$ cat config.mk
export PLATFORM = sky130hd
export DESIGN_NAME = seg_scan_driver
export DESIGN_NICKNAME = d
export VERILOG_FILES = /design/src/rtl/seg_pkg.sv /design/src/rtl/seg_scan_driver_hex_to_7seg.sv /design/src/rtl/seg_scan_driver.sv
export SDC_FILE = /design/constraint.sdc
export NUM_CORES = 1
export LEC_CHECK = 0
export BUFFER_PORTS_ARGS = -buffer_cell sky130_fd_sc_hd__buf_2
export CAP_MARGIN = 20
export CORE_MARGIN = 10
export CORE_UTILIZATION = 56
export DETAILED_ROUTE_END_ITERATION = 6
export HOLD_SLACK_MARGIN = 0.08
export PLACE_DENSITY = 0.79
export SYNTH_ARGS = -nofsm -noshare
export SYNTH_HDL_FRONTEND = slang
export SYNTH_HIERARCHICAL = 1
export SYNTH_SLANG_ARGS = --single-unit
$ cat constraint.sdc
create_clock -name clk -period 3.65 [get_ports clk]
set_input_delay 0.1825 -clock clk [delete_from_list [all_inputs] [get_ports clk]]
set_output_delay 0.1825 -clock clk [all_outputs]
set_load 0.01 [all_outputs]
$ cat src/rtl/seg_pkg.sv
`default_nettype none
// =============================================================================
// Package : seg_pkg
// Shared FSM state type and constants for the seven-segment scan driver.
// Rev     : 1.0
// =============================================================================
package seg_pkg;

    typedef enum logic [0:0] {
        ST_BLANK = 1'b0,
        ST_SHOW  = 1'b1
    } state_e;

    localparam logic [3:0] ANODES_OFF = 4'hF;
    localparam logic [6:0] SEG_OFF    = 7'h7F;

    // Active-low glyphs, bit 0 = segment a ... bit 6 = segment g
    localparam logic [6:0] GLYPH_0 = 7'h40;
    localparam logic [6:0] GLYPH_1 = 7'h79;
    localparam logic [6:0] GLYPH_2 = 7'h24;
    localparam logic [6:0] GLYPH_3 = 7'h30;
    localparam logic [6:0] GLYPH_4 = 7'h19;
    localparam logic [6:0] GLYPH_5 = 7'h12;
    localparam logic [6:0] GLYPH_6 = 7'h02;
    localparam logic [6:0] GLYPH_7 = 7'h78;
    localparam logic [6:0] GLYPH_8 = 7'h00;
    localparam logic [6:0] GLYPH_9 = 7'h10;
    localparam logic [6:0] GLYPH_A = 7'h08;
    localparam logic [6:0] GLYPH_B = 7'h03;
    localparam logic [6:0] GLYPH_C = 7'h46;
    localparam logic [6:0] GLYPH_D = 7'h21;
    localparam logic [6:0] GLYPH_E = 7'h06;
    localparam logic [6:0] GLYPH_F = 7'h0E;

endpackage
`default_nettype wire

$ cat src/rtl/seg_scan_driver_hex_to_7seg.sv
`default_nettype none
// =============================================================================
// Module : hex_to_7seg
// Combinational hex nibble to active-low seven-segment glyph decoder.
// Rev    : 1.0
// =============================================================================
module hex_to_7seg
    import seg_pkg::*;
(
    input  logic [3:0] hex_i,
    output logic [6:0] seg_o
);

    always_comb begin
        seg_o = SEG_OFF;
        case (hex_i)
            4'h0: seg_o = GLYPH_0;
            4'h1: seg_o = GLYPH_1;
            4'h2: seg_o = GLYPH_2;
            4'h3: seg_o = GLYPH_3;
            4'h4: seg_o = GLYPH_4;
            4'h5: seg_o = GLYPH_5;
            4'h6: seg_o = GLYPH_6;
            4'h7: seg_o = GLYPH_7;
            4'h8: seg_o = GLYPH_8;
            4'h9: seg_o = GLYPH_9;
            4'hA: seg_o = GLYPH_A;
            4'hB: seg_o = GLYPH_B;
            4'hC: seg_o = GLYPH_C;
            4'hD: seg_o = GLYPH_D;
            4'hE: seg_o = GLYPH_E;
            4'hF: seg_o = GLYPH_F;
            default: seg_o = SEG_OFF;
        endcase
    end

endmodule
`default_nettype wire

$ cat src/rtl/seg_scan_driver.sv
`default_nettype none
// =============================================================================
// Module : seg_scan_driver
// Four-digit multiplexed seven-segment driver: inter-digit blanking, per-digit
// blink and optional leading-zero suppression, stepped by an external scan tick.
// Rev    : 1.0
// =============================================================================
module seg_scan_driver
    import seg_pkg::*;
#(
    parameter int unsigned BLANK_CYCLES = 16,
    parameter int unsigned BLINK_TICKS  = 333,
    parameter bit          LZ_SUPPRESS  = 1'b0
) (
    input  logic        clk,
    input  logic        rst_n,
    input  logic        clk_666,
    input  logic [15:0] digits_in,
    input  logic [3:0]  dp_in,
    input  logic [3:0]  blink_en,
    output logic [3:0]  an,
    output logic [6:0]  seg,
    output logic        dp,
    output logic [1:0]  scan_idx
);

    localparam int CNT_W   = (BLANK_CYCLES > 1) ? $clog2(BLANK_CYCLES) : 1;
    localparam int BLINK_W = (BLINK_TICKS  > 1) ? $clog2(BLINK_TICKS)  : 1;
    localparam logic [CNT_W-1:0]   CNT_LOAD   = CNT_W'(BLANK_CYCLES - 1);
    localparam logic [BLINK_W-1:0] BLINK_LAST = BLINK_W'(BLINK_TICKS - 1);

    logic               sync1_q, sync2_q, hist_q;
    logic               step;
    state_e             state_q, state_d;
    logic [CNT_W-1:0]   cnt_q, cnt_d;
    logic [1:0]         idx_q, idx_d;
    logic [15:0]        shd_digits_q, shd_digits_d;
    logic [3:0]         shd_dp_q, shd_dp_d;
    logic [3:0]         shd_blink_q, shd_blink_d;
    logic [BLINK_W-1:0] blink_cnt_q, blink_cnt_d;
    logic               phase_q, phase_d;
    logic [3:0]         an_q, an_d;
    logic [6:0]         seg_q, seg_d;
    logic               dp_q, dp_d;
    logic [3:0]         digit_sel;
    logic [6:0]         glyph;
    logic               blink_off, lz_off;

    // clk_666 is only sampled; the step is a one-clk pulse on its rising edge
    assign step = sync2_q & ~hist_q;

    always_comb begin
        state_d      = state_q;
        cnt_d        = cnt_q;
        idx_d        = idx_q;
        shd_digits_d = shd_digits_q;
        shd_dp_d     = shd_dp_q;
        shd_blink_d  = shd_blink_q;
        blink_cnt_d  = blink_cnt_q;
        phase_d      = phase_q;
        case (state_q)
            ST_SHOW: begin
                if (step) begin
                    idx_d   = idx_q + 2'd1;
                    cnt_d   = CNT_LOAD;
                    state_d = ST_BLANK;
                    if (blink_cnt_q == BLINK_LAST) begin
                        blink_cnt_d = '0;
                        phase_d     = ~phase_q;
                    end else begin
                        blink_cnt_d = blink_cnt_q + BLINK_W'(1);
                    end
                    // Inputs are frozen for a whole frame, taken as the scan wraps
                    if (idx_q == 2'd3) begin
                        shd_digits_d = digits_in;
                        shd_dp_d     = dp_in;
                        shd_blink_d  = blink_en;
                    end
                end
            end
            ST_BLANK: begin
                if (cnt_q == '0) begin
                    state_d = ST_SHOW;
                end else begin
                    cnt_d = cnt_q - CNT_W'(1);
                end
            end
            default: state_d = ST_BLANK;
        endcase
    end

    // Output registers are loaded from next-state values so they track the FSM without lag
    assign digit_sel = shd_digits_d[{idx_d, 2'b00} +: 4];
    assign blink_off = phase_d & shd_blink_d[idx_d];
    assign lz_off    = LZ_SUPPRESS &&
                       (((idx_d == 2'd3) && (shd_digits_d[15:12] == 4'h0)) ||
                        ((idx_d == 2'd2) && (shd_digits_d[15:8]  == 8'h00)) ||
                        ((idx_d == 2'd1) && (shd_digits_d[15:4]  == 12'h000)));

    hex_to_7seg u_hex (
        .hex_i (digit_sel),
        .seg_o (glyph)
    );

    always_comb begin
        an_d  = ANODES_OFF;
        seg_d = glyph;
        dp_d  = ~shd_dp_d[idx_d];
        if ((state_d == ST_SHOW) && !blink_off && !lz_off) begin
            an_d = ANODES_OFF & ~(4'b0001 << idx_d);
        end
    end

    always_ff @(posedge clk or negedge rst_n) begin
        if (!rst_n) begin
            sync1_q      <= 1'b0;
            sync2_q      <= 1'b0;
            hist_q       <= 1'b0;
            state_q      <= ST_BLANK;
            cnt_q        <= CNT_LOAD;
            idx_q        <= 2'd0;
            shd_digits_q <= 16'h0000;
            shd_dp_q     <= 4'h0;
            shd_blink_q  <= 4'h0;
            blink_cnt_q  <= '0;
            phase_q      <= 1'b0;
            an_q         <= ANODES_OFF;
            seg_q        <= SEG_OFF;
            dp_q         <= 1'b1;
        end else begin
            sync1_q      <= clk_666;
            sync2_q      <= sync1_q;
            hist_q       <= sync2_q;
            state_q      <= state_d;
            cnt_q        <= cnt_d;
            idx_q        <= idx_d;
            shd_digits_q <= shd_digits_d;
            shd_dp_q     <= shd_dp_d;
            shd_blink_q  <= shd_blink_d;
            blink_cnt_q  <= blink_cnt_d;
            phase_q      <= phase_d;
            an_q         <= an_d;
            seg_q        <= seg_d;
            dp_q         <= dp_d;
        end
    end

    assign an       = an_q;
    assign seg      = seg_q;
    assign dp       = dp_q;
    assign scan_idx = idx_q;

endmodule
`default_nettype wire

==> impl_metrics.tcl <==
set metrics [dict create \
    fin_cells 309 \
    worstSetupStartpointType "register" \
    multiInputGateArea_um2 1130 \
    grt_pass1_wl_um 8250 \
    antenna_found_initial 0 \
    drt_iter0_drc 84 \
    path_class "reg -> reg" \
    use_met1_pct 16.5 \
    rsz0062_at_grt "no" \
    outcome "complete, no violations" \
    yosysWarnings 6 \
    core_um2 4660 \
    fmax_mhz 369 \
    die_height_um 89.0 \
    fp-row-count 25 \
    syn_nets 250 \
    clk_pin_slew_ns 0.10 \
    yosys_register_bits 56 \
    wl_per_cell_um 15.8 \
    insertion_delay_ns 0.30 \
    reg2reg_to "seg[3]$_DFF_PN1_" \
    cts_sinks 56 \
    hold_path_class "in -> reg" \
    ys_seq_area_share_pct 53.3 \
    boundaryPins 41 \
    grt_usage_pct 13.3 \
    remaining_drc_errors 0 \
    met3_usage_pct 3.74 \
    ir_drop_uv 470 \
    cts_tree "built" \
    cpMaxStageDelayCell "mux4_2" \
    post-route-period-util_pct 74.3 \
    die_width_um 89.0 \
    syn_avg_cell_area_um2 12.6 \
    drive_above_1_share_pct 37.6 \
    ant_nets 0 \
    gr-total-overflow 0 \
    cpPeakStageDelay_ns 0.53 \
    critical_path.startpoint "scan_idx[1]$_DFF_PN0_" \
    p_leak_nw 1.47 \
    endpoint_kind "register" \
    syn2layout_area_growth_pct 12.3 \
    ys_types 47 \
    min_period_ns 2.71 \
    dp_hpwl_um 3630 \
    cts_buffers 5 \
    grt_use_met2_pct 21.6 \
    vias 1647 \
    regToRegSetupSlack_ns 0.94 \
    reg2reg_depth 9 \
    endpoint "seg[3]$_DFF_PN1_" \
    fin_tns_setup_ns 0 \
    setup_viol 0 \
    register_area_um2 1420 \
    hold_viol_final 0 \
    syn_inst 211 \
    arrival_ns 2.95 \
    n_antenna_cell 0 \
    port_buffers 40 \
    nFillCells 357 \
    final_cell_mix "40 x dfrtp_1, 40 x buf_2, 16 x dfstp_2" \
    grt_pass1_vias 1762 \
    vias_per_cell 5.33 \
    clk_path_buf_depth 2 \
    reg2reg_from "scan_idx[1]$_DFF_PN0_" \
    crit_family "multiplexers" \
    drt_first_pass_iters 4 \
    powerDensity_nw_per_um2 883 \
    synth_edf_count 0 \
    hold_slack_ns 0.103 \
    top_usage_layer "met2" \
    cp_common_cell "ha_1" \
    grt_max_degree 34 \
    skew_ns 0.00904 \
    gp_congestion 0.864 \
    critical_path_buf_inv_count 1 \
    placed_cells 299 \
    crit_chain "ha_1 -> nand2_4 -> mux2_2 -> mux4_2 -> inv_1 -> ha_1 -> nand2_1 -> a21oi_1 -> a31oi_1" \
    crit_cells 9 \
    path_max_fanout 21 \
    finalWirelength_um 4880 \
    root_buffer "clkbuf_8" \
    synth-async-reset-ratio_pct 100 \
    required_ns 3.89 \
    start_util_pct 57.3 \
    cts_max_level 2 \
    slew_headroom_pct 52.8 \
    postCtsSetupBuffers 0 \
    power_mw 2.65 \
    worst_pin_slew_ns 0.708 \
    synthFlopType "dfrtp_1" \
    slew_violations 0 \
    drv_cap 0 \
    dieArea_um2 7930 \
    syn-cell-area_um2 2670 \
    nets 293 \
]
synthesized netlist by cell type, types with 2 or more instances:
master	number	area share [%]
a21oi_1	5	0.94
and4_1	2	0.66
buf_6	4	1.7
clkbuf_1	2	0.28
dfrtp_1	40	38
dfstp_2	16	16
ha_1	12	5.6
inv_1	13	1.8
inv_2	2	0.28
mux2_2	14	5.9
mux2_4	7	3.9
mux2i_1	6	2.3
mux4_2	5	4.2
nand2_1	13	1.8
nand2_4	2	0.84
nand2b_1	2	0.47
nand3_1	5	0.94
nor2_1	12	1.7
nor2b_1	2	0.47
nor3_1	2	0.38
nor3b_1	2	0.56
o211ai_1	2	0.56
o21a_1	2	0.56
o21ai_0	8	1.5
o22ai_1	2	0.47
or3_1	2	0.47
xnor2_1	4	1.3
xor2_1	4	1.3
final cells by class:
| cell class | instances | share of cell area [%] |
|---|---|---|
| Tap cell | 54 | 2.25 |
| Sequential cell | 56 | 47.4 |
| Clock buffer | 8 | 3.01 |
| Inverter | 15 | 1.88 |
| Timing Repair Buffer | 44 | 7.85 |
| Multi-Input combinational cell | 132 | 37.6 |
through the flow:
step                area [µm²]  utilization (%)  worst slack [ns]
floorplan                 2670                -              1.11
global placement          2890             61.9              1.01
detailed placement        2890             61.9             0.939
CTS                       3000             64.3             0.919
global route              3000             64.3             0.722
finish                    3000             64.3             0.939
registers in the layout (all words and copies together), names as in the netlist, 2 cells and up:
register	flops
scan_idx	2
shd_dp_q	4
seg	7
cnt_q	4
shd_blink_q	4
an	4
shd_digits_q	16
blink_cnt_q	9
worst min-delay path: cells and delay by family:
| family | cells | cell delay [ns] |
|---|---|---|
| buffers and inverters | 2 | 0.12 |
| muxes | 1 | 0.06 |
power breakdown:
group | switching, mW | internal, mW | total, mW
registers | 0.123 | 0.929 | 1.05
logic | 0.661 | 0.586 | 1.25
clock network | 0.191 | 0.155 | 0.347
total | 0.975 | 1.67 | 2.65
routing by layer:
metal,vias to the layer above,share of wire (%)
met5,-,0
met4,0,1.6
met3,7,5.3
met2,31,47
met1,797,46
li1,812,-
how the worst min path moves through the flow:
| stage | slack [ns] | start | end | cells past startpoint |
|---|---|---|---|---|
| 4_1_cts | 0.10 | dp_in[3] | shd_dp_q[3]$_DFF_PN0_ | 3 |
| 2_1_floorplan | -0.11 | rst_n | blink_cnt_q[0]$_DFFE_PN0P_ | 0 |
| 3_5_place_dp | 0.28 | rst_n | blink_cnt_q[2]$_DFFE_PN0P_ | 1 |
| 5_1_grt | 0.11 | dp_in[0] | shd_dp_q[0]$_DFF_PN0_ | 3 |
| 6_report | 0.10 | dp_in[3] | shd_dp_q[3]$_DFF_PN0_ | 3 |
| 3_3_place_gp | 0.27 | rst_n | sync1_q$_DFF_PN0_ | 1 |
cells by family (layout without fill, tap and decap cells):
kind of cell,count (synthesis),in the layout,share of synthesized area (%)
buf+inv,23,67,4.55
mux,33,33,16.7
simple gates,54,54,11.2
flops,56,56,53.3
compound gates,25,25,6.00
fa+ha+maj,12,12,5.63
xor+xnor,8,8,2.63
timing repair:
item / CTS / global route
endpoints found under the hold margin: 18 / 0
resized for setup: 0 / 0
hold buffers: 2 / 0
No activity file was read; power rests on OpenSTA's default activity.
